File: config.mk
export PLATFORM = sky130hd
export DESIGN_NAME = aes_key_sched_ctrl
export DESIGN_NICKNAME = d
export VERILOG_FILES = /design/src/rtl/aes_pkg.sv /design/src/rtl/aes_rk_store.sv /design/src/rtl/aes_key_sched_ctrl.sv
export SDC_FILE = /design/constraint.sdc
export NUM_CORES = 2
export LEC_CHECK = 0
export ABC_AREA = 1
export CAP_MARGIN = 25
export CELL_PAD_IN_SITES_DETAIL_PLACEMENT = 1
export CELL_PAD_IN_SITES_GLOBAL_PLACEMENT = 2
export CORE_MARGIN = 2
export CORE_UTILIZATION = 40
export DETAILED_ROUTE_END_ITERATION = 8
export PLACE_DENSITY = 0.9
export SLEW_MARGIN = 20
export SYNTH_ARGS = -nofsm -noshare
export SYNTH_HDL_FRONTEND = slang
export SYNTH_SLANG_ARGS = --single-unit
File: constraint.sdc
create_clock -name clk -period 32.7 [get_ports clk]
set_input_delay 6.54 -clock clk [delete_from_list [all_inputs] [get_ports clk]]
set_output_delay 6.54 -clock clk [all_outputs]
set_load 0.02 [all_outputs]
File: src/rtl/aes_pkg.sv
// rtl/aes_pkg.sv - shared AES-128 key schedule constants and sequencer state type
package aes_pkg;
  localparam int AES_NUM_ROUNDS = 10;
  localparam int AES_KEY_W      = 128;
  localparam int AES_RK_DEPTH   = 11;

  typedef enum logic [1:0] {IDLE, WAIT, CAPT, DONE} ks_state_t;
endpackage

File: src/rtl/aes_rk_store.sv
// rtl/aes_rk_store.sv - 11x128 round-key register file, one write port, registered read port
module aes_rk_store
  import aes_pkg::*;
(
  input  logic                 clk,
  input  logic                 rst,
  input  logic                 we,
  input  logic [3:0]           waddr,
  input  logic [AES_KEY_W-1:0] wdata,
  input  logic [3:0]           rd_addr,
  output logic [AES_KEY_W-1:0] rd_data
);
  logic [AES_KEY_W-1:0] mem [0:AES_RK_DEPTH-1];

  // The array itself is never reset; only the read register is.
  always_ff @(posedge clk) begin
    if (we && (waddr < 4'(AES_RK_DEPTH))) begin
      mem[waddr] <= wdata;
    end
  end

  always_ff @(posedge clk or posedge rst) begin
    if (rst) begin
      rd_data <= '0;
    end else if (rd_addr < 4'(AES_RK_DEPTH)) begin
      rd_data <= mem[rd_addr];
    end else begin
      rd_data <= '0;
    end
  end
endmodule

File: src/rtl/aes_key_sched_ctrl.sv
// rtl/aes_key_sched_ctrl.sv - sequences the external key-expansion datapath and stores all round keys
module aes_key_sched_ctrl
  import aes_pkg::*;
#(
  parameter int KX_LAT     = 1,
  parameter int NUM_ROUNDS = AES_NUM_ROUNDS
) (
  input  logic                 clk,
  input  logic                 rst,
  input  logic                 start,
  input  logic [AES_KEY_W-1:0] key_in,
  output logic                 busy,
  output logic                 done,
  output logic                 keys_valid,
  output logic [3:0]           kx_round,
  output logic [AES_KEY_W-1:0] kx_key_in,
  input  logic [AES_KEY_W-1:0] kx_key_out,
  input  logic [3:0]           rk_rd_addr,
  output logic [AES_KEY_W-1:0] rk_rd_data
);
  localparam logic [1:0] LAST_WAIT  = (KX_LAT > 0) ? 2'(KX_LAT - 1) : 2'd0;
  localparam logic [3:0] LAST_ROUND = 4'(NUM_ROUNDS - 1);
  // With zero datapath latency every round is a bare capture.
  localparam ks_state_t ROUND_ENTRY = (KX_LAT == 0) ? CAPT : WAIT;

  ks_state_t            state, state_next;
  logic [1:0]           wait_cnt;
  logic                 accept, capt, last_capt;
  logic                 st_we;
  logic [3:0]           st_waddr;
  logic [AES_KEY_W-1:0] st_wdata;

  always_ff @(posedge clk or posedge rst) begin
    if (rst) state <= IDLE;
    else     state <= state_next;
  end

  always_comb begin
    state_next = state;
    accept     = 1'b0;
    capt       = 1'b0;
    last_capt  = 1'b0;
    case (state)
      IDLE, DONE: begin
        if (start) begin
          accept     = 1'b1;
          state_next = ROUND_ENTRY;
        end
      end
      WAIT: begin
        if (wait_cnt == LAST_WAIT) state_next = CAPT;
      end
      CAPT: begin
        capt = 1'b1;
        if (kx_round == LAST_ROUND) begin
          last_capt  = 1'b1;
          state_next = DONE;
        end else begin
          state_next = ROUND_ENTRY;
        end
      end
      default: state_next = IDLE;
    endcase
  end

  always_ff @(posedge clk or posedge rst) begin
    if (rst) begin
      busy       <= 1'b0;
      done       <= 1'b0;
      keys_valid <= 1'b0;
      kx_round   <= '0;
      kx_key_in  <= '0;
      wait_cnt   <= '0;
    end else begin
      done <= last_capt;
      if (accept) begin
        kx_key_in  <= key_in;
        kx_round   <= '0;
        wait_cnt   <= '0;
        keys_valid <= 1'b0;
        busy       <= 1'b1;
      end else if (capt) begin
        kx_key_in <= kx_key_out;
        wait_cnt  <= '0;
        if (last_capt) begin
          busy       <= 1'b0;
          keys_valid <= 1'b1;
        end else begin
          kx_round <= kx_round + 4'd1;
        end
      end else if (state == WAIT) begin
        wait_cnt <= wait_cnt + 2'd1;
      end
    end
  end

  assign st_we    = accept | capt;
  assign st_waddr = accept ? 4'd0 : kx_round + 4'd1;
  assign st_wdata = accept ? key_in : kx_key_out;

  aes_rk_store u_store (
    .clk     (clk),
    .rst     (rst),
    .we      (st_we),
    .waddr   (st_waddr),
    .wdata   (st_wdata),
    .rd_addr (rk_rd_addr),
    .rd_data (rk_rd_data)
  );
endmodule
==> run metrics <==
CTS clock-pin slew for the worst setup and hold paths 60 ps; headroom to the max-slew limit 8.86%; First-pass DRT Iterations 5; Crit path required time 33,430 ps; residual DRC count 0; top-area cell type share of the netlist area 63.5%; worst clock skew on the final layout 35.2 ps; Post-Synthesis Net Count 5,935; fraction of the core area covered by cells at the end of the flow 48.2%; number of hold-repair buffers added at the cts stage 0; Arrival @ worst endpoint 10,590 ps; total wire length 204,000 um; cell depth of the worst hold path 2; total congestion overflow 0; number of antenna violations at the first check in global routing 4; clock tree from TritonCTS built; Yosys Warn Count 0; register area share after synthesis 73.5%; relative area change from synthesis to final layout 19.5%; run status completed; peak fanout along the critical path 84; origin of the worst setup path start; boundary pin count 526; post-CTS setup repair buffer count 0; area enclosed by the die boundary 170,000 um2; met1 Track Usage GR 30.1%; Nets 6,353; total count of hold-check failures in the final report 0; leading cell type in the layout, fill and taps excluded sky130_fd_sc_hd__edfxtp_1; path category of the worst min-delay check flip-flop to flip-flop; post-route fraction of the period consumed by the critical path 30.2%; antenna cell count 0; grt met2 use 41.9%; synthesized instance count 5,666; post-synthesis share of cell area spent on full adders, half adders and majority gates 0.113%; library cell occupying the most area in the post-synthesis netlist sky130_fd_sc_hd__edfxtp_1; synthesized area per cell 11.8 um2; setup slack on the worst flop-to-flop path 28,290 ps; FF-to-FF End u_store.mem[9][22]$_DFFE_PP_; fraction of the mapped netlist area in simple logic gates 16.9%; Gates resized, CTS repair 0; Most Used Layer, Global Route met2; post-placement setup slack 21,990 ps; met3 global-route usage 3.57%; top library cells by usage in the layout, fill and taps aside 1,408 x sky130_fd_sc_hd__edfxtp_1, 1,265 x sky130_fd_sc_hd__nand2_1, 986 x sky130_fd_sc_hd__nor2_1, 521 x sky130_fd_sc_hd__clkdlybuf4s50_1, 474 x sky130_fd_sc_hd__nand3_1; multiplexer share of the synthesized area 0%; floorplan row count 149; actual slew at the worst max-slew pin 1370 ps; Static Leak 29.7 nW; clock latency on the worst-skew pair 830 ps; total via count in the routed design 45,975; area share of xor/xnor cells in the synthesized design 0%; final weighted congestion in routability-driven placement 0.765; H-tree lvl count 4; startpoint type of the worst setup path primary input; Worst Setup EP kx_key_in[35]$_DFFE_PP0P_; first-pass GRT wire length 306,000 um; largest net degree at the start of global routing 254; launching point of the worst reg2reg path state[0]$_DFFE_PP0P_; area fraction in compound gates after synthesis 5.94%; Starting Density 40.3%; setup total negative slack 0 ps; CTS max path bufs 3; flip-flop and latch count after synthesis 1,675; Iter 0 DRT Violations 4,401; CP endpoint kind flip-flop; Synth cell types 29; Achievable Freq 101 MHz; Chip Height 412 um; total global routing track utilization 23.7%; Placed Area 73,700 um2; total clock sinks 1,675; main combinational cell family by area after synthesis simple AND/OR/NAND/NOR gates; Port Buffers 525; final worst setup slack 22,840 ps; power density relative to cell area 79.0 nW/um2; number of buffers created by CTS 177; number of global-route vias before repair 49,595; Design Area, Final 79,500 um2; clock root cell sky130_fd_sc_hd__clkbuf_16; # Max-Cap Violations 0; remaining antenna violation count after routing 0; Detailed Place HPWL 114,000 um; setup repair after global routing missed its margin false; number of cells on the worst reg-to-reg path 8; DR WL/cell 24.2 um; fraction of final layout cells sized beyond drive strength 1 5.63%; final period demand of the worst path 9860 ps; Placeable Area 165,000 um2; largest voltage drop on the vdd net 0.0537 mV; vias per cell 5.46; leading post-synthesis cells by cell area sky130_fd_sc_hd__edfxtp_1 64%, sky130_fd_sc_hd__dfrtp_1 10%, sky130_fd_sc_hd__nand2_1 7.1%, sky130_fd_sc_hd__nor2_1 5.6%, sky130_fd_sc_hd__nand3_1 3.6%; max-slew violation count 0; startpoint-to-endpoint class of the critical path primary input to flip-flop; Cell Area, Synth 66,600 um2; Die Wd 412 um; final setup vio count 0
cell type report:
cell class | count | area, um2
Fill cell | 17201 | 85600
Multi-Input combinational cell | 3443 | 15400
Tap cell | 2189 | 2740
Clock buffer | 238 | 4820
Inverter | 196 | 790
Clock inverter | 95 | 1010
Sequential cell | 1675 | 49000
Timing Repair Buffer | 591 | 5870
per-stage QoR:
step,cells,hold WS (ps),total power [mW]
detailed placement,8092,475,4.32
global route,8427,517,6.52
CTS,8425,496,6.33
floorplan,5666,478,3.69
global placement,8091,464,4.25
finish,8427,491,6.28
synthesized netlist by cell type (all sizes together):
master,count
a21oi,86
a31oi,128
buf,202
clkbuf,150
dfrtp,267
edfxtp,1408
ha,6
inv,196
nand2,1268
nand3,474
nand3b,42
nand4,4
nor2,992
nor3,3
nor3b,2
o2111ai,86
o21ai,267
o21bai,42
o22ai,1
o31ai,42
logic make-up (layout without fill, tap and decap cells):
family	Yosys count	count (layout)
buffers and inverters	548	1120
DFF	1675	1675
and+or+nand+nor	2785	2785
AOI/OAI and AO/OA	652	652
adders and majority gates	6	6
worst max-delay path, stage by stage:
cell and delay, ps:
sky130_fd_sc_hd__clkdlybuf4s50_1 540, sky130_fd_sc_hd__nand2_4 240, sky130_fd_sc_hd__nand2_4 460, sky130_fd_sc_hd__buf_4 570
sky130_fd_sc_hd__buf_4 880, sky130_fd_sc_hd__buf_4 800, sky130_fd_sc_hd__nor2_1 130, sky130_fd_sc_hd__a31oi_1 240
power by group:
| part | switching [mW] | leakage (nW) | internal [mW] | total [mW] |
|---|---|---|---|---|
| Combinational | 0.973 | 10.9 | 0.372 | 1.34 |
| Clock | 0.872 | 2.83 | 1.14 | 2.01 |
| Sequential | 0.106 | 15.9 | 2.82 | 2.93 |
metal layers:
metal / share of wire [%] / up-vias
li1: - / 20475
met5: 0 / -
met4: 2.7 / 0
met1: 41 / 23797
met3: 5.2 / 314
met2: 51 / 1389
registers in the layout, indices dropped and copies added, names as in the netlist:
name / cells
busy: 1
done: 1
keys_valid: 1
kx_key_in: 128
kx_round: 4
state: 2
u_store.mem: 1408
u_store.rd_data: 128
wait_cnt: 2
worst min-delay path by stage:
stage / end / start / slack [ps]
4_1_cts: busy$_DFFE_PP0P_ / busy$_DFFE_PP0P_ / 500
6_report: busy$_DFFE_PP0P_ / busy$_DFFE_PP0P_ / 490
3_5_place_dp: busy$_DFFE_PP0P_ / busy$_DFFE_PP0P_ / 480
5_1_grt: keys_valid$_DFFE_PP0P_ / keys_valid$_DFFE_PP0P_ / 520
2_1_floorplan: state[1]$_DFFE_PP0P_ / state[1]$_DFFE_PP0P_ / 480
3_3_place_gp: busy$_DFFE_PP0P_ / busy$_DFFE_PP0P_ / 460
Note: power is estimated with default switching activity, not from simulation.
